$ cat src/rtl/serial_sub_ctrl_pkg.sv
// Shared types for the bit-serial subtractor controller.
// State encoding and the widest supported operand width.
package serial_sub_ctrl_pkg;

    localparam int SUB_W_MAX = 32;

    typedef enum logic [1:0] {
        IDLE  = 2'b00,
        SHIFT = 2'b01,
        DONE  = 2'b10
    } state_t;

endpackage

$ cat src/rtl/serial_sub_ctrl_full_sb.sv
// One-bit full subtractor cell: d = a - b - c, bo = borrow out.
// Used once per cycle by the serial subtract controller.
module full_sb (
    input  logic a,
    input  logic b,
    input  logic c,
    output logic d,
    output logic bo
);

    assign d  = a ^ b ^ c;
    assign bo = (~a & (b | c)) | (b & c);

endmodule

$ cat src/rtl/serial_sub_ctrl.sv
// Bit-serial WIDTH-bit subtractor, LSB first, one bit per clock.
// Operands in and result out each use a valid/ready handshake.
module serial_sub_ctrl
    import serial_sub_ctrl_pkg::*;
#(
    parameter int WIDTH = 8
) (
    input  logic             clk,
    input  logic             rst,
    input  logic             in_valid,
    output logic             in_ready,
    input  logic [WIDTH-1:0] a_in,
    input  logic [WIDTH-1:0] b_in,
    output logic             out_valid,
    input  logic             out_ready,
    output logic [WIDTH-1:0] diff,
    output logic             borrow_out
);

    localparam int CW = (WIDTH > 1) ? $clog2(WIDTH) : 1;
    localparam logic [CW-1:0] LAST = CW'(WIDTH - 1);

    if (WIDTH < 1 || WIDTH > SUB_W_MAX) begin : g_bad_width
        $error("serial_sub_ctrl: WIDTH out of range");
    end

    state_t           r_state;
    state_t           w_next;
    logic [WIDTH-1:0] r_a_sr;
    logic [WIDTH-1:0] r_b_sr;
    logic [WIDTH-1:0] r_res_sr;
    logic             r_brw;
    logic [CW-1:0]    r_cnt;
    logic             w_d;
    logic             w_bo;

    full_sb u_fsb (
        .a  (r_a_sr[0]),
        .b  (r_b_sr[0]),
        .c  (r_brw),
        .d  (w_d),
        .bo (w_bo)
    );

    always_ff @(posedge clk) begin
        if (rst) r_state <= IDLE;
        else     r_state <= w_next;
    end

    always_comb begin
        w_next = r_state;
        unique case (r_state)
            IDLE:    if (in_valid) w_next = SHIFT;
            SHIFT:   if (r_cnt == LAST) w_next = DONE;
            DONE:    if (out_ready) w_next = IDLE;
            default: w_next = IDLE;
        endcase
    end

    // Result bits enter at the MSB so the LSB lands at bit 0 after WIDTH shifts.
    always_ff @(posedge clk) begin
        if (rst) begin
            r_a_sr   <= '0;
            r_b_sr   <= '0;
            r_res_sr <= '0;
            r_brw    <= 1'b0;
            r_cnt    <= '0;
        end else begin
            case (r_state)
                IDLE: begin
                    if (in_valid) begin
                        r_a_sr   <= a_in;
                        r_b_sr   <= b_in;
                        r_res_sr <= '0;
                        r_brw    <= 1'b0;
                        r_cnt    <= '0;
                    end
                end
                SHIFT: begin
                    r_res_sr <= (r_res_sr >> 1)
                              | (WIDTH'(w_d) << (WIDTH - 1));
                    r_a_sr   <= r_a_sr >> 1;
                    r_b_sr   <= r_b_sr >> 1;
                    r_brw    <= w_bo;
                    r_cnt    <= r_cnt + 1'b1;
                end
                default: ;
            endcase
        end
    end

    assign in_ready   = (r_state == IDLE);
    assign out_valid  = (r_state == DONE);
    assign diff       = out_valid ? r_res_sr : '0;
    assign borrow_out = out_valid & r_brw;

endmodule

$ cat config.mk
export PLATFORM = sky130hd
export DESIGN_NAME = serial_sub_ctrl
export DESIGN_NICKNAME = d
export VERILOG_FILES = /design/src/rtl/serial_sub_ctrl_pkg.sv /design/src/rtl/serial_sub_ctrl_full_sb.sv /design/src/rtl/serial_sub_ctrl.sv
export SDC_FILE = /design/constraint.sdc
export NUM_CORES = 1
export LEC_CHECK = 0
export BUFFER_PORTS_ARGS = -buffer_cell sky130_fd_sc_hd__buf_2
export CAP_MARGIN = 25
export CORE_MARGIN = 1.5
export CORE_UTILIZATION = 35
export CTS_CLUSTER_SIZE = 10
export DETAILED_ROUTE_END_ITERATION = 10
export PLACE_DENSITY = 0.63
export SLEW_MARGIN = 20
export SYNTH_ARGS = -nofsm -noshare
export SYNTH_HDL_FRONTEND = slang
export SYNTH_SLANG_ARGS = --single-unit
$ cat constraint.sdc
create_clock -name clk -period 2.52 [get_ports clk]
set_clock_uncertainty 0.1 [all_clocks]
set_input_delay 0.504 -clock clk [delete_from_list [all_inputs] [get_ports clk]]
set_output_delay 0.504 -clock clk [all_outputs]
set_load 0.05 [all_outputs]
==> metrics.txt, run 1 <==
Die Y 68.28 um; GP Congestion 0.6543; Overflow after GRT 0; Post-Route WL 3.161 mm; share of layout cells above drive strength 1 0.3036; leak pwr 0.6805 nW; CTS root buf clkbuf_8; Core ar. 4058 um2; Max VDD drop 0.0003076 V; Crit path depth 3; setup TNS 0 ps; list of most frequent post-synthesis cells 30 x dfxtp_1, 16 x inv_1, 15 x nor3b_1, 15 x nor4b_1, 13 x a32o_1; clock-pin slew on the worst setup and hold paths 60 ps; initial antenna violation count 0; CTS Buf Count 5; EDFF count, synth 0; sequential fraction of the synthesis area 0.4027; Finished Cell Area 1749 um2; Avg Vias per Cell 5.349; Final HPWL DP 2.081 mm; Post-Syn Nets 165; clk buf depth 2; residual DRC count 0; number of I/O port buffers 30; Iteration-0 DRC Markers 83; GRT busiest layer met2; Buf/Inv on CP 1; # clock sinks 30; Worst R2R Path Depth 3; Global Route met3 Usage 0.06579; critical path class reg2out; Layout Nets 190; top cell type's share of synthesized area 0.4027; Starting Density 0.3676; Synth warnings 0; FP Rows 23; vias in the first global route 1208; fin crit period 2159 ps; crit path DAT 1560 ps; # Post-CTS Setup Buffers 0; CP max FO 10; max incr delay on CP 450 ps; Mapped Cells 142; Die X 68.28 um; Final Hold Viols 0; WL/cell 14.50 um; RSZ-0062 raised after global routing no; most frequent cell after synthesis dfxtp_1; CTS HTree Levels 2; total track usage 0.1567; area delta synth->final 17.28%; Hold WC Path Type in2reg; Max Freq 463.1 MHz; Main synth FF type dfxtp_1; First-pass DRT Iterations 4; Resized Gates After CTS 0; CTS tree yes; synthesized area per cell 10.50 um2; die area 4662 um2; antenna-violating nets left 0; Post-DP Area 1640 um2; mapped cell area 1491 um2; Top Family by Delay on Critical Path simple AND/OR/NAND/NOR gates; Synth async-reset ratio 0; IO Pins 31; synth unique cells 24; final period utilization 0.8569; Setup crit start kind flop; slowest CP cell nor2b_1; met1 Track Usage GR 0.1835; Yosys top cell by area dfxtp_1; largest net degree at the start of global routing 37; max_slew headroom 0.5001; status finished clean; antenna diode count 0; number of synthesized register bits 30; first-pass GRT wire length 5.354 mm; Worst-Margin Slew 747.8 ps; CP cell instances nor2b_1 -> and2_1 -> buf_2; CP Capture Type output pin; Worst EP required 1920 ps; worst-skew pair later-pin latency 280 ps; hold_buf cts 0; maxcap violations 0; largest cells by area after synthesis dfxtp_1 40%, nor4b_1 8.8%, a32o_1 8.7%; pwr dens 647.7 nW/um2; met2 usage 0.2500; Worst Hold Depth 2; fin. max-slew vios 0; routed vias 1166; final setup fails 0
[flip-flops by register name, indices dropped and copies added (netlist names)]
register and flops:
r_b_sr 8, r_brw 1, r_res_sr 8, r_state 2
r_cnt 3, r_a_sr 8
[worst reg2reg max path: stages, from the launching register on]
cell and delay [ps]:
dfxtp_1 410, buf_4 330, o21bai_4 310, a2111oi_1 500
[routing by layer]
metal / vias to the layer above / wire length, um
met2: 28 / 1505
met1: 553 / 1475
met5: - / 0
li1: 583 / -
met4: 0 / 17
met3: 2 / 163
[layout make-up]
cell class / instances / area [um2]
inverter: 16 / 60.06
multi-input combinational: 80 / 739.5
fill: 388 / 2308
sequential: 30 / 600.6
clock buffer: 5 / 68.82
timing repair buffer: 34 / 177.7
tap: 50 / 62.56
clock inverter: 3 / 40.04
[power breakdown]
part	switching [mW]	internal, mW
clock	0.178	0.290
combinational	0.0790	0.0639
sequential	0.0173	0.504
total	0.275	0.858
[placed cells by master, fill, tap and decap left out, types with 2 or more instances in the layout]
cell / n
nor3b_1: 15
a2111oi_1: 8
nand2b_1: 2
buf_2: 31
buf_4: 3
dfxtp_1: 30
ha_1: 2
and2_1: 9
a32o_1: 13
nor4b_1: 15
inv_1: 16
a2111oi_2: 6
clkinv_2: 2
clkbuf_8: 5
[path summary, 6_finish.rpt]
path / slack, ps / end / start
worst max register to register: 760 / r_a_sr[3] / r_state[0]
worst min-delay path: 340 / r_b_sr[7] / b_in[7]
worst max-delay path: 360 / borrow_out / r_state[0]
worst min register to register: 360 / r_a_sr[5] / r_a_sr[5]
[stage by stage]
step | setup WS (ps) | total power [mW] | hold slack, ps | utilization | cells
2_1_floorplan | 271.5 | 0.6403 | 340.2 | - | 142
3_3_place_gp | 642.5 | 0.6667 | 349.3 | 0.4030 | 209
3_5_place_dp | 669.7 | 0.6754 | 352.3 | 0.4043 | 210
4_1_cts | 338.3 | 1.154 | 329.6 | 0.4311 | 218
5_1_grt | 179.2 | 1.195 | 340.5 | 0.4311 | 218
6_report | 360.7 | 1.133 | 340.1 | 0.4311 | 218
[kinds of logic (layout without fill, tap and decap cells)]
| family | Yosys count | count (layout) | synth area share |
|---|---|---|---|
| buffers and inverters | 32 | 58 | 0.1015 |
| AOI/OAI and AO/OA | 31 | 31 | 0.2282 |
| adders and majority gates | 3 | 3 | 0.03020 |
| and+or+nand+nor | 46 | 46 | 0.2374 |
| DFF | 30 | 30 | 0.4027 |
Note: power is estimated with default switching activity, not from simulation.
==> run 2, diff against run 1 <==
ABC_CLOCK_PERIOD_IN_PS = 2520   (was unset)
MAX_ROUTING_LAYER = met4   (was unset)
==> run 2 against run 1 <==
Effect of this change: clock power barely moved; combinational power barely moved; critical path depth did not move; sequential share of layout area did not move; hold slack got worse by 2.4 ps; core utilization did not move; power rose by 0.30%; largest power group unchanged.
==> metrics.txt, run 2 (same netlist as run 1, synthesis figures left out) <==
fin. max-slew vios 0; # clock sinks 30; Resized Gates After CTS 0; Starting Density 0.3676; Final HPWL DP 2.081 mm; final period utilization 0.8659; Max Freq 458.3 MHz; worst-skew pair later-pin latency 280 ps; IO Pins 31; CP Capture Type output pin; Critical Path End borrow_out; RSZ-0062 raised after global routing no; worst setup path start r_state[0]; total track usage 0.1615; antenna diode count 0; Worst EP required 1920 ps; CP max FO 10; clk buf depth 2; leading cell type in the layout, fill and taps excluded buf_2; FF-to-FF Start r_state[0]; FP Rows 23; Max VDD drop 0.0003101 V; Final Hold Viols 0; Setup crit start kind flop; GP Congestion 0.6602; final setup fails 0; area delta synth->final 17.28%; worst r2r dst r_a_sr[3]; die area 4662 um2; CTS root buf clkbuf_8; Die X 68.28 um; status finished clean; Worst R2R Path Depth 3; maxcap violations 0; fillers 388; vias in the first global route 1205; number of I/O port buffers 30; leak pwr 0.6805 nW; crit path DAT 1580 ps; CTS Buf Count 5; critical path class reg2out; largest net degree at the start of global routing 37; dpl ws 669.7 ps; Die Y 68.28 um; routed vias 1173; Post-Route WL 3.167 mm; WL/cell 14.53 um; max_slew headroom 0.5029; Avg Vias per Cell 5.381; PnR worst setup slack 337.8 ps; Iteration-0 DRC Markers 75; Hold WC Path Type in2reg; Worst-Margin Slew 743.7 ps; clock-pin slew on the worst setup and hold paths 60 ps; pwr dens 649.7 nW/um2; most frequent cells in the layout 31 x buf_2, 30 x dfxtp_1, 16 x inv_1; first-pass GRT wire length 5.375 mm; reg2reg setup slack 760 ps; initial antenna violation count 0; residual DRC count 0; setup TNS 0 ps; Layout Nets 190; Core ar. 4058 um2; CTS tree yes; antenna-violating nets left 0; fin crit period 2182 ps; share of layout cells above drive strength 1 0.3036; Overflow after GRT 0; CTS HTree Levels 2; # Post-CTS Setup Buffers 0; biggest regs r_a_sr: 8 flops, r_b_sr: 8 flops, r_res_sr: 8 flops; hold_buf cts 0; First-pass DRT Iterations 4
==> run 2: how the worst min path moves through the flow <==
stage	slack, ps	startpoint	depth (start not counted)	end
5_1_grt	340	b_in[7]	2	r_b_sr[7]
4_1_cts	330	b_in[7]	2	r_b_sr[7]
3_3_place_gp	350	r_a_sr[4]	2	r_a_sr[4]
6_report	340	b_in[7]	2	r_b_sr[7]
3_5_place_dp	350	r_a_sr[5]	2	r_a_sr[5]
2_1_floorplan	340	r_a_sr[1]	2	r_a_sr[1]
==> run 2: report_power, final <==
part           total (mW)  leakage (nW)  internal (mW)  switching (mW)
logic               0.143         0.376         0.0639          0.0790
registers           0.521         0.246          0.504          0.0174
clock network       0.472        0.0579          0.290           0.182
==> run 2: critical path, cell delays in order, from the launching register on <==
cell and delay [ps]:
dfxtp_1 350, nor2b_1 470, and2_1 210, buf_2 260
==> run 2: per-stage QoR <==
stage / utilization / instances / hold WS, ps / power [mW] / cell area, um2
6_report: 0.4311 / 218 / 337.6 / 1.136 / 1749
3_5_place_dp: 0.4043 / 210 / 352.3 / 0.6754 / 1640
2_1_floorplan: - / 142 / 340.2 / 0.6403 / 1491
4_1_cts: 0.4311 / 218 / 329.6 / 1.154 / 1749
3_3_place_gp: 0.4030 / 209 / 349.3 / 0.6667 / 1635
5_1_grt: 0.4311 / 218 / 338.8 / 1.197 / 1749
==> run 2: metal layers <==
metal,wire [um],up-vias,GRT usage
met5,0,-,-
met4,38,0,0.06750
met3,136,4,0.05921
met2,1478,30,0.2500
met1,1514,555,0.1885
li1,-,584,-
==> run 2: layout make-up <==
type / count / area (um2) / share of cell area
clock inverter: 3 / 40.04 / 0.02289
sequential: 30 / 600.6 / 0.3433
tap: 50 / 62.56 / 0.03577
timing repair buffer: 34 / 177.7 / 0.1016
clock buffer: 5 / 68.82 / 0.03934
inverter: 16 / 60.06 / 0.03433
multi-input combinational: 80 / 739.5 / 0.4227
==> run 3, diff against run 2 <==
CORE_UTILIZATION = 27   (was 35)
PLACE_DENSITY = 0.53   (was 0.63)
RECOVER_POWER = 50   (was unset)
==> run 3 against run 2 <==
Effect of this change: sequential share of layout area grew 0.40 points; clock power shrank 18%; first-iteration DRC count grew 6.7%; non-clock buffer count is the same; global-route usage shrank 4.6 points.
==> metrics.txt, run 3 (same netlist as run 1, synthesis figures left out) <==
status finished clean; Buf/Inv on CP 1; reg2reg setup slack 560 ps; maxcap violations 0; max incr delay on CP 450 ps; critical path class reg2out; share of layout cells above drive strength 1 0.2738; # clock sinks 30; Worst Hold Depth 2; clk buf depth 2; Worst-Margin Slew 702.4 ps; RSZ-0062 raised after global routing no; residual DRC count 0; slowest CP cell nor2b_1; IO Pins 31; worst-skew pair later-pin latency 270 ps; vias in the first global route 1149; CTS root buf clkbuf_8; Hold WC Path Type in2reg; Worst Hold End r_b_sr[7]; CTS tree yes; leak pwr 0.6659 nW; Max Freq 457.8 MHz; first-pass GRT wire length 5.402 mm; Avg Vias per Cell 4.882; final setup fails 0; Overflow after GRT 0; area delta synth->final 15.94%; fin. max-slew vios 0; CP cell instances nor2b_1 -> and2_1 -> buf_2; fin crit period 2184 ps; Setup crit start kind flop; dpl ws 626.1 ps; final period utilization 0.8667; CP Capture Type output pin; Core ar. 5205 um2; antenna diode count 0; biggest regs r_a_sr: 8 flops, r_b_sr: 8 flops, r_res_sr: 8 flops; Iteration-0 DRC Markers 80; worst r2r dst r_b_sr[4]; FP Rows 26; die area 5978 um2; Layout Nets 190; GP Congestion 0.6689; initial antenna violation count 0; Die X 77.32 um; largest net degree at the start of global routing 34; Max VDD drop 0.0002337 V; most frequent cells in the layout 31 x buf_2, 30 x dfxtp_1, 16 x inv_1; clock-pin slew on the worst setup and hold paths 70 ps; Final HPWL DP 2.112 mm; Worst R2R Path Depth 3; setup TNS 0 ps; Starting Density 0.2865; PnR worst setup slack 335.8 ps; CP max FO 10; max_slew headroom 0.5305; total track usage 0.1159; pwr dens 603.1 nW/um2; leading cell type in the layout, fill and taps excluded buf_2; FF-to-FF Start r_state[1]; number of I/O port buffers 30; Final Hold Viols 0; hold_buf cts 0; Post-Route WL 3.242 mm; Worst EP required 1920 ps; Die Y 77.32 um; CTS HTree Levels 2; antenna-violating nets left 0; routed vias 1162; First-pass DRT Iterations 6; CTS Buf Count 5; WL/cell 13.62 um; crit path DAT 1580 ps; Top Family by Delay on Critical Path simple AND/OR/NAND/NOR gates; Resized Gates After CTS 0; HP Start b_in[7]; # Post-CTS Setup Buffers 0
run 3: through the flow:
stage | hold slack, ps | cell area, um2 | util | cells | total power [mW]
2_1_floorplan | 340.2 | 1491 | - | 142 | 0.6403
3_3_place_gp | 348.0 | 1660 | 0.3190 | 229 | 0.6687
3_5_place_dp | 353.1 | 1665 | 0.3200 | 230 | 0.6765
4_1_cts | 341.3 | 1757 | 0.3375 | 238 | 1.071
5_1_grt | 347.2 | 1729 | 0.3322 | 238 | 1.100
6_report | 351.0 | 1729 | 0.3322 | 238 | 1.043
run 3: layout make-up:
class	instances	area, um2
fillers	556	3476
inverters	16	60.06
well taps	70	87.58
multi-input cells	80	714.4
flip-flops and latches	30	600.6
repair buffers	34	175.2
clock inverters	1	5.005
clock buffers	7	86.33
run 3: worst max path at each step:
| stage | slack, ps | depth (start not counted) | endpoint | startpoint |
|---|---|---|---|---|
| global route | 170 | 3 | diff[5] | r_state[1] |
| detailed placement | 630 | 3 | diff[2] | r_state[1] |
| global placement | 620 | 3 | r_res_sr[6] | rst |
| finish | 340 | 3 | diff[2] | r_state[1] |
| CTS | 300 | 3 | diff[2] | r_state[1] |
| floorplan | 270 | 4 | borrow_out | r_state[0] |
run 3: where the power goes:
group	switching, mW	internal, mW
registers	0.0178	0.504
logic	0.0742	0.0596
clock network	0.167	0.220
run 3: per-layer routing:
layer  vias to the layer above  share of wire  track usage
met3                         2          0.053      0.03810
li1                        588              -            -
met4                         0         0.0031      0.02727
met5                         -              0            -
met1                       544           0.51       0.1501
met2                        28           0.44       0.1746
